`config.mk`:
```
export PLATFORM = sky130hd
export DESIGN_NAME = uart_tx
export DESIGN_NICKNAME = d
export VERILOG_FILES = /design/src/rtl/uart_pkg.sv /design/src/rtl/uart_tx.sv
export SDC_FILE = /design/constraint.sdc
export NUM_CORES = 1
export LEC_CHECK = 0
export ABC_AREA = 1
export CAP_MARGIN = 20
export CORE_ASPECT_RATIO = 0.7
export CORE_MARGIN = 2
export CORE_UTILIZATION = 40
export CTS_BUF_LIST = sky130_fd_sc_hd__clkbuf_16
export CTS_CLUSTER_DIAMETER = 50
export DETAILED_ROUTE_END_ITERATION = 6
export PLACE_DENSITY_LB_ADDON = 0.2
export SETUP_SLACK_MARGIN = 0.15
export SYNTH_ARGS = -nofsm -noshare
export SYNTH_HDL_FRONTEND = slang
export SYNTH_SLANG_ARGS = --single-unit
```
`constraint.sdc`:
```
create_clock -name clk -period 1.9 [get_ports clk]
set_clock_uncertainty 0.2 [all_clocks]
set_input_delay 0.38 -clock clk [delete_from_list [all_inputs] [get_ports clk]]
set_output_delay 0.38 -clock clk [all_outputs]
set_load 0.02 [all_outputs]
```
`src/rtl/uart_pkg.sv`:
```
// Shared UART definitions: the frame state encoding, parity mode names and the data width.
package uart_pkg;

    localparam int DATA_BITS = 8;

    localparam string PARITY_NONE = "NONE";
    localparam string PARITY_EVEN = "EVEN";
    localparam string PARITY_ODD  = "ODD";

    typedef enum logic [2:0] {
        ST_IDLE,
        ST_START,
        ST_DATA,
        ST_PAR,
        ST_STOP,
        ST_END
    } uart_state_e;

endpackage

```
`src/rtl/uart_tx.sv`:
```
// UART transmitter: start bit, 8 data bits LSB first, optional parity, 1 or 2 stop bits,
// with each bit advanced by an external one-clock bd_rate strobe.
module uart_tx
    import uart_pkg::*;
#(
    parameter string PARITY    = "NONE",
    parameter int    STOP_BITS = 1
) (
    input  logic                 clk,
    input  logic                 rst,
    input  logic                 bd_rate,
    input  logic [DATA_BITS-1:0] tx_data,
    input  logic                 tx_valid,
    output logic                 tx_ready,
    output logic                 tx,
    output logic                 tx_busy,
    output logic                 tx_done
);

    localparam bit PAR_EN  = (PARITY != PARITY_NONE);
    localparam bit PAR_ODD = (PARITY == PARITY_ODD);
    localparam int CNT_W   = $clog2(DATA_BITS);

    localparam logic [CNT_W-1:0] LAST_DATA = CNT_W'(DATA_BITS - 1);
    localparam logic [CNT_W-1:0] LAST_STOP = CNT_W'(STOP_BITS - 1);

    if (!(PARITY == PARITY_NONE || PARITY == PARITY_EVEN || PARITY == PARITY_ODD)) begin : g_bad_parity
        $error("uart_tx: PARITY must be \"NONE\", \"EVEN\" or \"ODD\"");
    end

    if (STOP_BITS != 1 && STOP_BITS != 2) begin : g_bad_stop
        $error("uart_tx: STOP_BITS must be 1 or 2");
    end

    function automatic logic parity_of(input logic [DATA_BITS-1:0] d);
        return PAR_ODD ? ~^d : ^d;
    endfunction

    uart_state_e            state, state_nxt;
    logic [DATA_BITS-1:0]   shreg, shreg_nxt;
    logic [CNT_W-1:0]       cnt, cnt_nxt;
    logic                   par_bit, par_nxt;
    logic                   tx_nxt;
    // Set when a byte was accepted in END before its closing strobe: that strobe,
    // taken in START, still owes the tx_done pulse of the previous frame.
    logic                   stop_pend, pend_nxt;
    logic                   accept;

    assign tx_ready = !rst && (state == ST_IDLE || state == ST_END);
    assign tx_busy  = (state != ST_IDLE);
    assign accept   = tx_valid && tx_ready;

    always_ff @(posedge clk or posedge rst) begin
        if (rst) begin
            state     <= ST_IDLE;
            tx        <= 1'b1;
            shreg     <= '0;
            cnt       <= '0;
            par_bit   <= 1'b0;
            stop_pend <= 1'b0;
        end else begin
            state     <= state_nxt;
            tx        <= tx_nxt;
            shreg     <= shreg_nxt;
            cnt       <= cnt_nxt;
            par_bit   <= par_nxt;
            stop_pend <= pend_nxt;
        end
    end

    always_comb begin
        state_nxt = state;
        tx_nxt    = tx;
        shreg_nxt = shreg;
        cnt_nxt   = cnt;
        par_nxt   = par_bit;
        pend_nxt  = stop_pend;
        tx_done   = 1'b0;

        case (state)
            ST_IDLE: begin
                tx_nxt = 1'b1;
                if (accept) begin
                    shreg_nxt = tx_data;
                    par_nxt   = parity_of(tx_data);
                    pend_nxt  = 1'b0;
                    state_nxt = ST_START;
                end
            end

            ST_START: begin
                if (bd_rate) begin
                    tx_nxt    = 1'b0;
                    cnt_nxt   = '0;
                    tx_done   = stop_pend;
                    pend_nxt  = 1'b0;
                    state_nxt = ST_DATA;
                end
            end

            ST_DATA: begin
                if (bd_rate) begin
                    tx_nxt    = shreg[0];
                    shreg_nxt = {1'b0, shreg[DATA_BITS-1:1]};
                    if (cnt == LAST_DATA) begin
                        cnt_nxt   = '0;
                        state_nxt = PAR_EN ? ST_PAR : ST_STOP;
                    end else begin
                        cnt_nxt = cnt + 1'b1;
                    end
                end
            end

            ST_PAR: begin
                if (bd_rate) begin
                    tx_nxt    = par_bit;
                    state_nxt = ST_STOP;
                end
            end

            ST_STOP: begin
                if (bd_rate) begin
                    tx_nxt = 1'b1;
                    if (cnt == LAST_STOP) begin
                        cnt_nxt   = '0;
                        state_nxt = ST_END;
                    end else begin
                        cnt_nxt = cnt + 1'b1;
                    end
                end
            end

            ST_END: begin
                tx_done = bd_rate;
                // A byte taken on the closing strobe starts immediately, so frames abut.
                if (accept) begin
                    shreg_nxt = tx_data;
                    par_nxt   = parity_of(tx_data);
                    if (bd_rate) begin
                        tx_nxt    = 1'b0;
                        cnt_nxt   = '0;
                        pend_nxt  = 1'b0;
                        state_nxt = ST_DATA;
                    end else begin
                        pend_nxt  = 1'b1;
                        state_nxt = ST_START;
                    end
                end else if (bd_rate) begin
                    state_nxt = ST_IDLE;
                end
            end

            default: begin
                tx_nxt    = 1'b1;
                state_nxt = ST_IDLE;
            end
        endcase
    end

endmodule

```
==> results.py, run 1 <==
metrics = {
    "outcome": {
        "outcome": "complete, no violations",
    },
    "final_layout": {
        "final.fill_count": 219,
        "nets": 217,
        "area_delta_synth_final_pct": 60.5,
        "drive_above_1_share_pct": 39.8,
        "n_antenna_cell": 0,
    },
    "route": {
        "totalWireLength_um": 3350,
        "avgViaCountPerCell": 4.95,
        "wl_per_cell_um": 14.1,
        "drc": 0,
        "ant_nets": 0,
        "drt_iter0_markers": 52,
        "firstDrtPassIters": 4,
        "via_count": 1173,
    },
    "synth": {
        "synth_commonest_cells": "nand2_1, inv_1, dfrtp_1",
        "synth_area_leader_cell": "dfrtp_1",
        "synth_edf_count": 0,
        "synth-seq-cells": 17,
        "synthTopCellsByArea": "dfrtp_1, nand2_1, inv_1",
        "synth-main-ff-cell": "dfrtp_1",
        "synth_top_area_share_pct": 34.9,
        "synth_area_mm2": 0.00115,
        "yosysUniqueCellTypes": 25,
        "synth_seq_area_share_pct": 37.1,
        "syn_avg_cell_area_um2": 7.09,
        "yosysWarningCount": 0,
        "synth_fp_nets": 177,
        "synth_most_common_cell": "nand2_1",
        "synthArstFlopShare_pct": 100,
        "netlist_instances": 162,
    },
    "timing": {
        "finalCritPeriodShare_pct": 99.5,
        "drv_slew": 0,
        "fin_tns_setup_ns": 0,
        "maxSlewHeadroom_pct": 77.6,
        "min_period_ns": 1.89,
        "hold_violations": 0,
        "fin_ws_ns": 0.00977,
        "max_freq_mhz": 529,
        "worstMarginPinSlew_ns": 0.334,
        "whs_ns": 0.252,
        "setup_viol_count_final": 0,
        "rsz0062_at_grt": "true",
    },
    "cts": {
        "clkSlewWorstSetupHoldPaths_ns": 0.06,
        "cts_buffers": 3,
        "insertion_delay_ns": 0.26,
        "clock-sinks": 17,
        "htree_levels": 1,
        "hold_buffers": 0,
        "cts-root-buf": "clkbuf_16",
        "clk_path_buf_depth": 2,
        "cts_tree": "built",
    },
    "global_route": {
        "grt_usage_pct": 21.1,
        "overflow": 0,
        "antenna_found_initial": 0,
        "grt_pass1_vias": 1059,
        "grt_max_degree": 17,
        "grt_pass1_wl_um": 5140,
    },
    "place": {
        "hpwl_um": 2260,
        "dp_worst_setup_slack_ns": -0.514,
        "port_buffers": 15,
        "globalplace.congestion": 0.884,
    },
    "floorplan": {
        "start_util_pct": 41.6,
        "fp.dieH_um": 48.8,
        "design.die.area_mm2": 0.00332,
        "die_w_um": 68.1,
        "core_area_mm2": 0.00276,
        "num_rows": 16,
        "num_io_pins": 16,
    },
    "worst_setup_path": {
        "worst-r2r-cell-count": 10,
        "crit_path_end_kind": "output port",
        "cp_top_family": "flip-flops",
        "crit_path_start_kind": "register",
        "cp_cell_sequence": "inv_4, buf_12, nand3_4, nand2_4, inv_4, nor2_4, buf_6",
        "crit_required_ns": 1.32,
        "crit_cells": 7,
        "cp_slowest_stage_delay_ns": 0.45,
        "crit_arrival_ns": 1.31,
        "cp_num_buf_inv": 4,
        "critical_path_class": "reg2out",
        "crit_path_max_fanout": 4,
        "cp_slowest_cell": "dfrtp_2",
        "cpMostUsedCell": "inv_4",
    },
    "worst_hold_path": {
        "hp-class": "reg2reg",
        "hold_depth": 2,
    },
    "power": {
        "powerDensity_mw_per_mm2": 1550,
        "ir_drop_mv": 0.746,
        "p_leak_uw": 0.000892,
    },
    "job": {
        "drv_cap": 0,
    },
}
-- cell type report --
type	instances	area (um^2)	share of cell area, %
multi-input cells	119	800	43.4
flip-flops and latches	17	429	23.3
repair buffers	38	397	21.5
inverters	23	93.8	5.09
clock buffers	3	75.1	4.07
well taps	36	45.0	2.44
clock inverters	1	3.75	0.204
-- metrics by stage --
step                cell area, um^2  util [%]  total power (uW)  std cells
global placement               1480      53.6              1840        227
global route                   1840      66.7              3050        237
finish                         1840      66.7              2860        237
floorplan                      1170         -              1430        162
detailed placement             1480      53.6              1890        227
CTS                            1620      58.7              2460        234
-- final timing paths --
kind                           from       end  slack (ns)
setup reg to reg           state[1]  shreg[1]        0.08
hold reg to reg                  tx        tx        0.25
min in group asynchronous       rst  state[2]        0.41
hold / removal                   tx        tx        0.25
setup / recovery           state[1]  tx_ready        0.01
max in group asynchronous       rst        tx        0.76
-- repair_timing --
item | CTS | global route
resized for setup | 31 | 52
endpoints found under the setup margin | 19 | 16
setup buffers | 3 | 2
gates cloned | 0 | 1
pin swaps | 2 | 10
-- report_power, final --
part           leakage [uW]  total (uW)  internal, uW  switching [uW]
sequential         0.000215         607           512            94.9
clock             0.0000423         429           280             149
combinational      0.000635        1820           801            1020
total              0.000892        2860          1590            1260
-- placed cells by master, fill, tap and decap left out, drive strengths merged, types with 4 or more instances in the layout --
master	n
a21oi	5
buf	25
clkbuf	4
clkdlybuf4s50	10
dfrtp	16
inv	24
nand2	55
nand3	10
nor2	12
o21ai	23
xnor2	4
-- routing by layer --
layer | GRT usage, % | vias to the layer above | wire length [um]
met3 | 6.00 | 2 | 150
li1 | - | 591 | -
met1 | 30.2 | 552 | 1550
met5 | 0 | - | 0
met2 | 31.7 | 28 | 1640
met4 | 4.00 | 0 | 12
-- tightest hold or removal path: cells and delay by family (launching register included) --
kind | cells | cell delay (ns)
flip-flops | 1 | 0.36
AND/OR/NAND/NOR | 2 | 0.08
-- flip-flops by register name (all words and copies together), names as in the netlist --
register   flops
par_bit        1
cnt            3
state          3
stop_pend      1
tx             1
shreg          8
-- logic make-up after synthesis --
kind of cell             count (synthesis)  synth area share, %
flip-flops                              17                 37.1
adder cells (fa/ha/maj)                  3                 3.27
AO/OA/AOI/OAI                           29                 14.2
XOR/XNOR                                 6                 4.58
buffers and inverters                   26                 9.37
AND/OR/NAND/NOR                         81                 31.5
Note: power is estimated with default switching activity, not from simulation.
==> run 2: changes to the inputs <==
ABC_CLOCK_PERIOD_IN_PS = 1900   (was unset)
CTS_CLUSTER_DIAMETER = 200   (was 50)
==> results of run 2 <==
The final DEF is identical to that of run 1; final timing and power are the same.
==> run 3: changes to the inputs <==
ABC_AREA = 0   (was 1)
CAP_MARGIN = 10   (was 20)
MAX_ROUTING_LAYER = met4   (was unset)
==> run 3 against run 2 <==
Compared with the run above: cell count is 19% lower; via count is 12% lower; routed wire length is 12% lower; register-to-register slack worse by 0.07 ns; worst hold slack worse by 0.10 ns; maximum frequency is 0.27% higher.
==> results.py, run 3 <==
metrics = {
    "cts": {
        "cts_buffers": 3,
        "clk_path_buf_depth": 2,
        "insertion_delay_ns": 0.25,
        "htree_levels": 1,
        "cts_tree": "built",
        "clkSlewWorstSetupHoldPaths_ns": 0.05,
        "cts-root-buf": "clkbuf_16",
        "hold_buffers": 0,
        "clock-sinks": 17,
    },
    "final_layout": {
        "layout_common_cells": "buf_4, dfrtp_1, mux2_4, buf_6, clkdlybuf4s50_1",
        "seqCellArea_um2": 430,
        "final_common_cell": "buf_4",
        "top_regs": "shreg: 8 flops, cnt: 3 flops, state: 3 flops",
        "area_delta_synth_final_pct": 51.8,
        "largest_register": "shreg",
        "n_antenna_cell": 0,
        "fin_util_pct": 64.2,
        "post-route-cell-area_mm2": 0.00181,
        "largest_reg_flops": 8,
        "multi_input_area_um2": 798,
        "drive_above_1_share_pct": 52.3,
        "nets": 171,
        "final.fill_count": 212,
    },
    "synth": {
        "synth-main-ff-cell": "dfrtp_1",
        "synth_area_leader_cell": "dfrtp_1",
        "synth_area_mm2": 0.00119,
        "syn_avg_cell_area_um2": 10.7,
        "synth_edf_count": 0,
        "synthTopCellsByArea": "dfrtp_1, mux2_4, mux2_2",
        "synth_top_area_share_pct": 33.5,
        "yosysUniqueCellTypes": 38,
        "synthArstFlopShare_pct": 100,
        "synth_most_common_cell": "dfrtp_1",
        "synth_commonest_cells": "dfrtp_1, nand2_1, xnor2_1",
        "netlist_instances": 112,
        "synth_seq_area_share_pct": 35.7,
        "yosysWarningCount": 0,
        "synth-seq-cells": 17,
        "synth_fp_nets": 127,
    },
    "floorplan": {
        "fp.dieH_um": 49.7,
        "num_rows": 16,
        "core_area_mm2": 0.00282,
        "start_util_pct": 42.3,
        "num_io_pins": 16,
        "die_w_um": 69.3,
        "design.die.area_mm2": 0.00344,
    },
    "timing": {
        "min_period_ns": 1.89,
        "rsz0062_at_grt": "true",
        "worstMarginPinSlew_ns": 0.340,
        "finalCritPeriodShare_pct": 99.2,
        "whs_ns": 0.148,
        "setup_viol_count_final": 0,
        "max_freq_mhz": 530,
        "fin_ws_ns": 0.0148,
        "hold_violations": 0,
        "drv_slew": 0,
        "maxSlewHeadroom_pct": 77.3,
    },
    "place": {
        "dp_worst_setup_slack_ns": -0.385,
        "port_buffers": 15,
        "hpwl_um": 1990,
        "globalplace.congestion": 0.838,
        "placed_area_mm2": 0.00149,
    },
    "worst_hold_path": {
        "hp-class": "in2async",
    },
    "worst_setup_path": {
        "crit_arrival_ns": 1.82,
        "worst-r2r-cell-count": 6,
        "cp_slowest_stage_delay_ns": 0.45,
        "crit_path_start_kind": "register",
        "crit_required_ns": 1.83,
        "cp_slowest_cell": "dfrtp_2",
        "cp_cell_sequence": "xor2_4, buf_6, nor2_4, buf_12, mux2_4, mux2_2",
        "cp_top_family": "multiplexers",
        "crit_cells": 6,
        "critical_path_class": "reg2reg",
        "cp_num_buf_inv": 2,
        "crit_path_max_fanout": 9,
        "crit_path_end_kind": "register",
    },
    "power": {
        "powerDensity_mw_per_mm2": 1870,
        "p_leak_uw": 0.000805,
        "ir_drop_mv": 0.694,
    },
    "global_route": {
        "grt_max_degree": 18,
        "overflow": 0,
        "grt_pass1_vias": 1004,
        "antenna_found_initial": 0,
        "grt_usage_pct": 18.1,
        "grt_pass1_wl_um": 4800,
    },
    "route": {
        "drc": 0,
        "firstDrtPassIters": 4,
        "ant_nets": 0,
        "avgViaCountPerCell": 5.39,
        "wl_per_cell_um": 15.5,
        "drt_iter0_markers": 48,
        "totalWireLength_um": 2960,
        "via_count": 1030,
    },
    "outcome": {
        "outcome": "complete, no violations",
    },
    "job": {
        "drv_cap": 0,
    },
}
[run 3: tightest hold or removal path: stages]
cell and delay, ns:
dlygate4sd2_1 0.27, inv_1 0.06, buf_4 0.25
[run 3: layout make-up]
type,instances,area share (%)
multi-input combinational,81,44.1
sequential,17,23.8
timing repair buffer,46,23.8
clock buffer,3,4.14
tap,36,2.49
inverter,7,1.59
clock inverter,1,0.207
[run 3: logic make-up (layout without fill, tap and decap cells)]
| group | after synthesis | count (layout) | synth area share (%) |
|---|---|---|---|
| flops | 17 | 17 | 35.7 |
| buf+inv | 14 | 57 | 6.50 |
| xor+xnor | 9 | 9 | 8.18 |
| mux | 17 | 17 | 18.0 |
| compound gates | 26 | 26 | 16.9 |
| simple gates | 26 | 26 | 11.5 |
| fa+ha+maj | 3 | 3 | 3.14 |
[run 3: power by group]
group	internal (uW)	switching, uW
clock network	280	144
registers	546	154
logic	1320	950
total	2140	1250
[run 3: per-stage QoR]
stage | power, uW | instances | TNS (ns)
after global routing | 3610 | 191 | -0.186
after CTS | 3130 | 186 | 0
final | 3390 | 191 | 0
after detailed placement | 2410 | 174 | -4.29
after floorplan | 1860 | 112 | 0
after global placement | 2360 | 174 | -4.07
[run 3: final timing paths]
kind | startpoint | endpoint | slack [ns]
hold reg to reg | shreg[3] | shreg[3] | 0.31
min in group clk | shreg[3] | shreg[3] | 0.31
max in group asynchronous | rst | tx | 1.09
hold / removal | rst | state[2] | 0.15
setup / recovery | state[0] | shreg[5] | 0.01
setup reg to reg | state[0] | shreg[5] | 0.01
[run 3: routing by layer]
metal,GRT usage [%],vias up,share of wire [%]
met1,23.0,512,46
met2,29.3,25,49
met3,5.93,2,4.6
met4,1.96,0,0.30
li1,-,491,-
met5,-,-,0
[run 3: what timing repair did]
| action | in CTS | in global routing |
|---|---|---|
| hold endpoints to repair | 0 | 0 |
| gates resized for setup | 46 | 19 |
| pin swaps | 9 | 15 |
| buffers inserted | 8 | 5 |
| setup endpoints to repair | 18 | 17 |
